--- config.mk ---
export PLATFORM = sky130hd
export DESIGN_NAME = mul_add_rebuilder
export DESIGN_NICKNAME = d
export VERILOG_FILES = /design/src/rtl/mul_add_rebuilder_pkg.sv /design/src/rtl/mul_add_rebuilder_controller.sv /design/src/rtl/mul_add_rebuilder.sv
export SDC_FILE = /design/constraint.sdc
export NUM_CORES = 1
export LEC_CHECK = 0
export CAP_MARGIN = 20
export CORE_UTILIZATION = 56
export CTS_BUF_LIST = sky130_fd_sc_hd__clkbuf_4
export DETAILED_ROUTE_END_ITERATION = 6
export PLACE_DENSITY = 0.83
export SYNTH_ARGS = -nofsm -noshare
export SYNTH_HDL_FRONTEND = slang
export SYNTH_SLANG_ARGS = --single-unit
--- constraint.sdc ---
create_clock -name clk -period 2.65 [get_ports clk]
set_input_delay 0.3975 -clock clk [delete_from_list [all_inputs] [get_ports clk]]
set_output_delay 0.3975 -clock clk [all_outputs]
set_load 0.05 [all_outputs]
--- src/rtl/mul_add_rebuilder_pkg.sv ---
// mul_add_pkg: shared FSM encoding and default widths for the
// multiply-add rebuilder (aq = quotient * div + remainder).
package mul_add_pkg;

   localparam int MUL_N  = 6;
   localparam int MUL_W2 = 2 * MUL_N;
   localparam int CNT_W  = $clog2(MUL_N + 1);

   typedef enum logic [1:0] {
      IDLE   = 2'd0,
      STEP   = 2'd1,
      ADDREM = 2'd2,
      DONE   = 2'd3
   } state_t;

endpackage

--- src/rtl/mul_add_rebuilder_controller.sv ---
// mul_add_controller: sequencing FSM and iteration counter for the
// multiply-add rebuilder. Issues the datapath strobes (ld, step_en,
// addrem_en) and the handshake outputs (ready pulse, busy level).
module mul_add_controller
   import mul_add_pkg::*;
#(
   parameter int N  = MUL_N,
   parameter int CW = CNT_W
) (
   input  logic clk,
   input  logic rst,
   input  logic i_start,
   output logic o_ld,
   output logic o_step_en,
   output logic o_addrem_en,
   output logic o_ready,
   output logic o_busy
);

   state_t          r_state;
   logic [CW-1:0]   r_cnt;
   logic            r_ready;
   logic            r_busy;

   // Strobes are pure decodes of the registered state; ld is the accept
   // strobe and must act on the same edge that leaves IDLE.
   assign o_ld        = (r_state == IDLE) && i_start;
   assign o_step_en   = (r_state == STEP);
   assign o_addrem_en = (r_state == ADDREM);
   assign o_ready     = r_ready;
   assign o_busy      = r_busy;

   // FSM, counter and registered handshake outputs
   always_ff @(posedge clk) begin
      if (rst) begin
         r_state <= IDLE;
         r_cnt   <= '0;
         r_ready <= 1'b0;
         r_busy  <= 1'b0;
      end else begin
         r_ready <= 1'b0;
         case (r_state)
            IDLE: begin
               if (i_start) begin
                  r_state <= STEP;
                  r_cnt   <= CW'(N);
                  r_busy  <= 1'b1;
               end
            end
            STEP: begin
               // cnt==1 means this edge performs the last of N shift steps
               r_cnt <= r_cnt - 1'b1;
               if (r_cnt == CW'(1))
                  r_state <= ADDREM;
            end
            ADDREM: begin
               r_state <= DONE;
               r_ready <= 1'b1;
            end
            DONE: begin
               r_state <= IDLE;
               r_busy  <= 1'b0;
            end
            default: r_state <= IDLE;
         endcase
      end
   end

endmodule

--- src/rtl/mul_add_rebuilder.sv ---
// mul_add_rebuilder: sequential shift-and-add unit rebuilding a dividend,
// aq = quotient * div + remainder, one multiplier bit per clock, then a
// final remainder add. Optional remainder range check enabled by the
// macro MUL_ADD_REM_CHECK_EN (rem_err = remainder >= div).
module mul_add_rebuilder
   import mul_add_pkg::*;
#(
   parameter int N = MUL_N
) (
   input  logic           clk,
   input  logic           rst,
   input  logic           start,
   input  logic [N-1:0]   quotient,
   input  logic [N-1:0]   div,
   input  logic [N-1:0]   remainder,
   output logic [2*N-1:0] aq,
   output logic           ready,
   output logic           busy,
   output logic           rem_err
);

   localparam int CW = $clog2(N + 1);

   logic             w_ld;
   logic             w_step_en;
   logic             w_addrem_en;
   logic [N:0]       w_upper;
   logic [2*N-1:0]   w_sum;

   // ACC is 2N+1 bits: upper N+1 bits accumulate partial products with
   // the carry kept, lower N bits hold the not-yet-consumed multiplier.
   logic [2*N:0]     r_acc;
   logic [N-1:0]     r_m;
   logic [N-1:0]     r_r;
   logic [2*N-1:0]   r_aq;

   mul_add_controller #(
      .N  (N),
      .CW (CW)
   ) u_ctrl (
      .clk         (clk),
      .rst         (rst),
      .i_start     (start),
      .o_ld        (w_ld),
      .o_step_en   (w_step_en),
      .o_addrem_en (w_addrem_en),
      .o_ready     (ready),
      .o_busy      (busy)
   );

   // Conditional add of the multiplicand and the final remainder add
   always_comb begin
      w_upper = r_acc[2*N:N];
      if (r_acc[0])
         w_upper = r_acc[2*N:N] + {1'b0, r_m};
      w_sum = r_acc[2*N-1:0] + {{N{1'b0}}, r_r};
   end

   // Datapath registers: capture on accept, shift per step, load result
   always_ff @(posedge clk) begin
      if (rst) begin
         r_acc <= '0;
         r_m   <= '0;
         r_r   <= '0;
         r_aq  <= '0;
      end else begin
         if (w_ld) begin
            r_acc <= {{(N+1){1'b0}}, quotient};
            r_m   <= div;
            r_r   <= remainder;
         end else if (w_step_en) begin
            r_acc <= {1'b0, w_upper, r_acc[N-1:1]};
         end
         // Product plus remainder cannot exceed 2N bits, so no carry out
         if (w_addrem_en)
            r_aq <= w_sum;
      end
   end

   assign aq = r_aq;

`ifdef MUL_ADD_REM_CHECK_EN
   logic r_rem_err;

   // Remainder range flag: valid with ready, held until the next accept
   always_ff @(posedge clk) begin
      if (rst)
         r_rem_err <= 1'b0;
      else if (w_ld)
         r_rem_err <= 1'b0;
      else if (w_addrem_en)
         r_rem_err <= (r_r >= r_m);
   end

   assign rem_err = r_rem_err;
`else
   assign rem_err = 1'b0;
`endif

endmodule

==> summary.txt <==
Power and ir drop
  • Leakage power figure: about 0.0011 uW
  • Total Power: 2600 uW
  • VDD IR-drop max: 0.759 mV
  • Pwr dens: ~900 mW/mm2

Worst setup path
  • Crit path launch type: register
  • Critical path arrival: ~2.5 ns
  • Nature of the critical path endpoint: register
  • Launch instance of the worst register-to-register path: r_acc[0]$_SDFFE_PP0P_
  • Critical Setup Path Class: reg2reg
  • Endpoint of the worst setup timing path: aq[8]$_SDFFE_PP0P_
  • Minimum setup slack among reg-to-reg paths: 0.42 ns
  • Required time of the critical path: 2.91 ns
  • Terminus of the critical flop-to-flop path: aq[8]$_SDFFE_PP0P_
  • Worst Reg-to-Reg Cells: 6
  • CP Launch Point: r_acc[0]$_SDFFE_PP0P_
  • CP Max Fanout: 4

CTS
  • Post-CTS clock slew at the launch and capture registers of the worst setup and hold paths: about 0.12 ns
  • Clock tree root driver cell: sky130_fd_sc_hd__clkbuf_4
  • Number of CTS-inserted buffers: 5
  • Worst-case clock buffer depth: 2
  • Post-CTS Setup Bufs: 0
  • Number of hold buffers added after CTS: 0
  • TritonCTS sink count: 43
  • Count of instances resized after the clock tree is built: 0
  • Clock tree from TritonCTS: yes
  • Number of H-tree levels: 2
  • Clock latency of the later-clocked register in the worst-skew pair: approximately 0.35 ns

Routing
  • Average wire length per cell after detail routing: approximately 13 um
  • 1st-pass router iterations: 4
  • Routed wire length: 4850 um
  • Antenna-violating nets left: 0
  • DR DRC count: 0
  • Post-DR vias/cell: roughly 5.8
  • Detailed router's first-iteration violation count: 136
  • Count of vias placed by the detailed router: 2,089

Finish
  • Area of all sequential standard cells: about 860 um2
  • Fraction of layout instances using a drive strength above 1: under 10%
  • Filler Cell Count: 340
  • Total Nets Final: 350
  • Area of combinational cells with multiple inputs: approximately 0.0014 mm2
  • Layout overhead on the synthesized area: 16.8%
  • Number of diodes: 0

Place
  • Count of buffers from port buffering: 34
  • Estimated wirelength of the detail-placed design: about 3500 um
  • Placer's final routability congestion estimate: approximately 0.83
  • Post-Place Setup Slack: ~0.47 ns

Logic synthesis
  • Count of yosys warnings during synthesis: 0
  • EDFF count, synth: 0
  • Post-Synthesis Cells: between 200 and 300
  • Top_reg_cell synth: sky130_fd_sc_hd__dfxtp_1
  • Post-synthesis async set-or-reset flop share: 0%
  • Avg Synthesized Cell Area: 8.65 um2
  • Part of the Yosys area used for sequential elements: between 30% and 40%
  • Cells taking the most area after synthesis: sky130_fd_sc_hd__dfxtp_1, sky130_fd_sc_hd__ha_1, sky130_fd_sc_hd__nand2_1
  • Area of the mapped netlist: 0.00240 mm2
  • Cell type contributing the most total cell area after synthesis: sky130_fd_sc_hd__dfxtp_1
  • Synthesis-stage register bit count: between 40 and 50
  • Area share of the largest cell type after synthesis: a little over a third
  • Netlist cell types: 46
  • Net count after synthesis: 319

Die
  • Area enclosed by the die boundary: roughly 0.0046 mm2
  • Die Height: between 60 and 70 um
  • Num ports: 36
  • Horiz. Die Dim: a little under 70 um
  • Starting utilization of the core area: between 50 and 60%
  • Site row count: 23
  • Core area: approximately 0.004 mm2

Timing
  • Achievable clock frequency: ~450 MHz
  • Slew at the pin closest to its max-slew limit: 0.682 ns
  • Unrepaired setup endpoints after global routing: false
  • Hold Violations, Final: 0
  • Total count of max-transition violations in the final report: 0
  • Portion of the clock cycle consumed by the worst path in the final layout: between 80 and 90%
  • Setup TNS: 0 ns
  • Worst-case setup margin in the final layout: around 0.42 ns
  • Relative slew margins: between 50% and 60%
  • Setup violation total in the final timing report: 0
  • Time the final worst path needs with I/O delays and setup: between 2 and 2.5 ns
  • Clock skew: approximately 0.0028 ns

Global routing
  • Antenna violations before repair: 0
  • All-Layer GR Usage: 24.2%
  • Via count of the first global-routing pass: roughly 1.9k
  • Global-route wire length before repair: between 8000 and 9000 um
  • Maximum number of pins on one net before global-route repair: 25
  • GR Overflow Total: 0

Worst hold path
  • Type of the tightest min-delay check: reg2reg

Run status
  • Run status: finished clean

Job
  • Max Cap Viol: 0
-- cells in the mapped netlist (2+ instances only) --
cell	instances
sky130_fd_sc_hd__clkbuf_1	9
sky130_fd_sc_hd__buf_4	2
sky130_fd_sc_hd__a21o_1	4
sky130_fd_sc_hd__dfxtp_1	43
sky130_fd_sc_hd__o21ai_0	8
sky130_fd_sc_hd__o21a_1	3
sky130_fd_sc_hd__or4_1	4
sky130_fd_sc_hd__or3_1	2
sky130_fd_sc_hd__a21oi_1	23
sky130_fd_sc_hd__nand3_1	5
sky130_fd_sc_hd__a211oi_1	14
sky130_fd_sc_hd__nor4_1	2
sky130_fd_sc_hd__o22ai_1	3
sky130_fd_sc_hd__nor2_1	29
sky130_fd_sc_hd__nand2b_1	9
sky130_fd_sc_hd__ha_1	18
sky130_fd_sc_hd__nand2_1	33
sky130_fd_sc_hd__o31ai_1	5
sky130_fd_sc_hd__nor4bb_1	2
sky130_fd_sc_hd__and3_1	2
sky130_fd_sc_hd__a311oi_1	6
sky130_fd_sc_hd__nor2b_1	5
sky130_fd_sc_hd__fa_1	2
sky130_fd_sc_hd__nor3b_1	2
sky130_fd_sc_hd__clkbuf_8	3
sky130_fd_sc_hd__mux2i_1	12
sky130_fd_sc_hd__xnor2_1	3
sky130_fd_sc_hd__inv_1	7
-- flip-flops by register name, summed over array words and instances (netlist names) --
| name | count |
|---|---|
| r_m | 6 |
| aq | 12 |
| r_r | 6 |
| u_ctrl.o_ready | 1 |
| u_ctrl.r_state | 2 |
| r_acc | 12 |
| u_ctrl.o_busy | 1 |
| u_ctrl.r_cnt | 3 |
-- through the flow --
stage	hold slack (ns)	util (%)	cells	instance area, um2
floorplan	0.440	-	278	2400
global placement	0.450	67.8	352	2750
detailed placement	0.452	67.8	352	2750
CTS	0.469	69.2	360	2810
global route	0.500	69.2	360	2810
finish	0.468	69.2	360	2810
-- area by class of cell --
class	instances	area share, %
clock buffer	7	1.87
multi-input combinational	213	50.7
tap	50	2.23
inverter	7	0.936
timing repair buffer	39	13.5
sequential	43	30.7
clock inverter	1	0.178
-- power by group --
| part | switching (uW) | internal, uW | total (uW) |
|---|---|---|---|
| sequential | 130 | 814 | 944 |
| combinational | 804 | 525 | 1330 |
| clock | 206 | 124 | 330 |
| total | 1140 | 1460 | 2600 |
-- per-layer routing --
metal	up-vias	part of all wire, %	track usage (%)
li1	1067	-	-
met1	972	49	32.4
met4	0	1.2	8.51
met5	-	0	0
met3	7	3.6	4.05
met2	43	47	39.0
-- critical path, cell delays in order (launching register included) --
cell,delay [ns]
sky130_fd_sc_hd__dfxtp_1,0.33
sky130_fd_sc_hd__ha_1,0.23
sky130_fd_sc_hd__fa_1,0.44
sky130_fd_sc_hd__a211o_2,0.35
sky130_fd_sc_hd__a211oi_1,0.39
sky130_fd_sc_hd__o31ai_1,0.13
sky130_fd_sc_hd__a311oi_1,0.27
-- kinds of logic (layout without fill, tap and decap cells) --
kind of cell / count (synthesis) / after routing / share of synthesized area [%]
compound gates: 75 / 75 / 21.2
xor+xnor: 4 / 4 / 1.46
other cells: 1 / 1 / 0.156
flops: 43 / 43 / 35.8
buf+inv: 22 / 54 / 5.00
simple gates: 101 / 101 / 20.3
mux: 12 / 12 / 5.00
fa+ha+maj: 20 / 20 / 11.0
-- layout by cell type (no fill, tap or decap), types with 4 or more instances in the layout --
| cell type | instances |
|---|---|
| sky130_fd_sc_hd__a211oi_1 | 14 |
| sky130_fd_sc_hd__nor2b_1 | 5 |
| sky130_fd_sc_hd__dfxtp_1 | 43 |
| sky130_fd_sc_hd__nand2b_1 | 9 |
| sky130_fd_sc_hd__nand2_1 | 33 |
| sky130_fd_sc_hd__mux2i_1 | 12 |
| sky130_fd_sc_hd__or4_1 | 4 |
| sky130_fd_sc_hd__a21oi_1 | 23 |
| sky130_fd_sc_hd__a311oi_1 | 6 |
| sky130_fd_sc_hd__buf_4 | 5 |
| sky130_fd_sc_hd__o21ai_0 | 8 |
| sky130_fd_sc_hd__inv_1 | 7 |
| sky130_fd_sc_hd__ha_1 | 18 |
| sky130_fd_sc_hd__a21o_1 | 4 |
| sky130_fd_sc_hd__o31ai_1 | 5 |
| sky130_fd_sc_hd__clkdlybuf4s50_1 | 34 |
| sky130_fd_sc_hd__clkbuf_4 | 7 |
| sky130_fd_sc_hd__nor2_1 | 29 |
| sky130_fd_sc_hd__nand3_1 | 5 |
-- how the worst min path moves through the flow --
stage / slack, ns / cells after the start / from / to
5_1_grt: 0.50 / 2 / r_r[3]$_SDFFE_PP0P_ / r_r[3]$_SDFFE_PP0P_
2_1_floorplan: 0.44 / 2 / r_m[0]$_SDFFE_PP0P_ / r_m[0]$_SDFFE_PP0P_
3_5_place_dp: 0.45 / 2 / r_m[0]$_SDFFE_PP0P_ / r_m[0]$_SDFFE_PP0P_
6_report: 0.47 / 2 / r_m[0]$_SDFFE_PP0P_ / r_m[0]$_SDFFE_PP0P_
4_1_cts: 0.47 / 2 / r_m[0]$_SDFFE_PP0P_ / r_m[0]$_SDFFE_PP0P_
3_3_place_gp: 0.45 / 2 / r_m[3]$_SDFFE_PP0P_ / r_m[3]$_SDFFE_PP0P_
No activity file was read; power rests on OpenSTA's default activity.
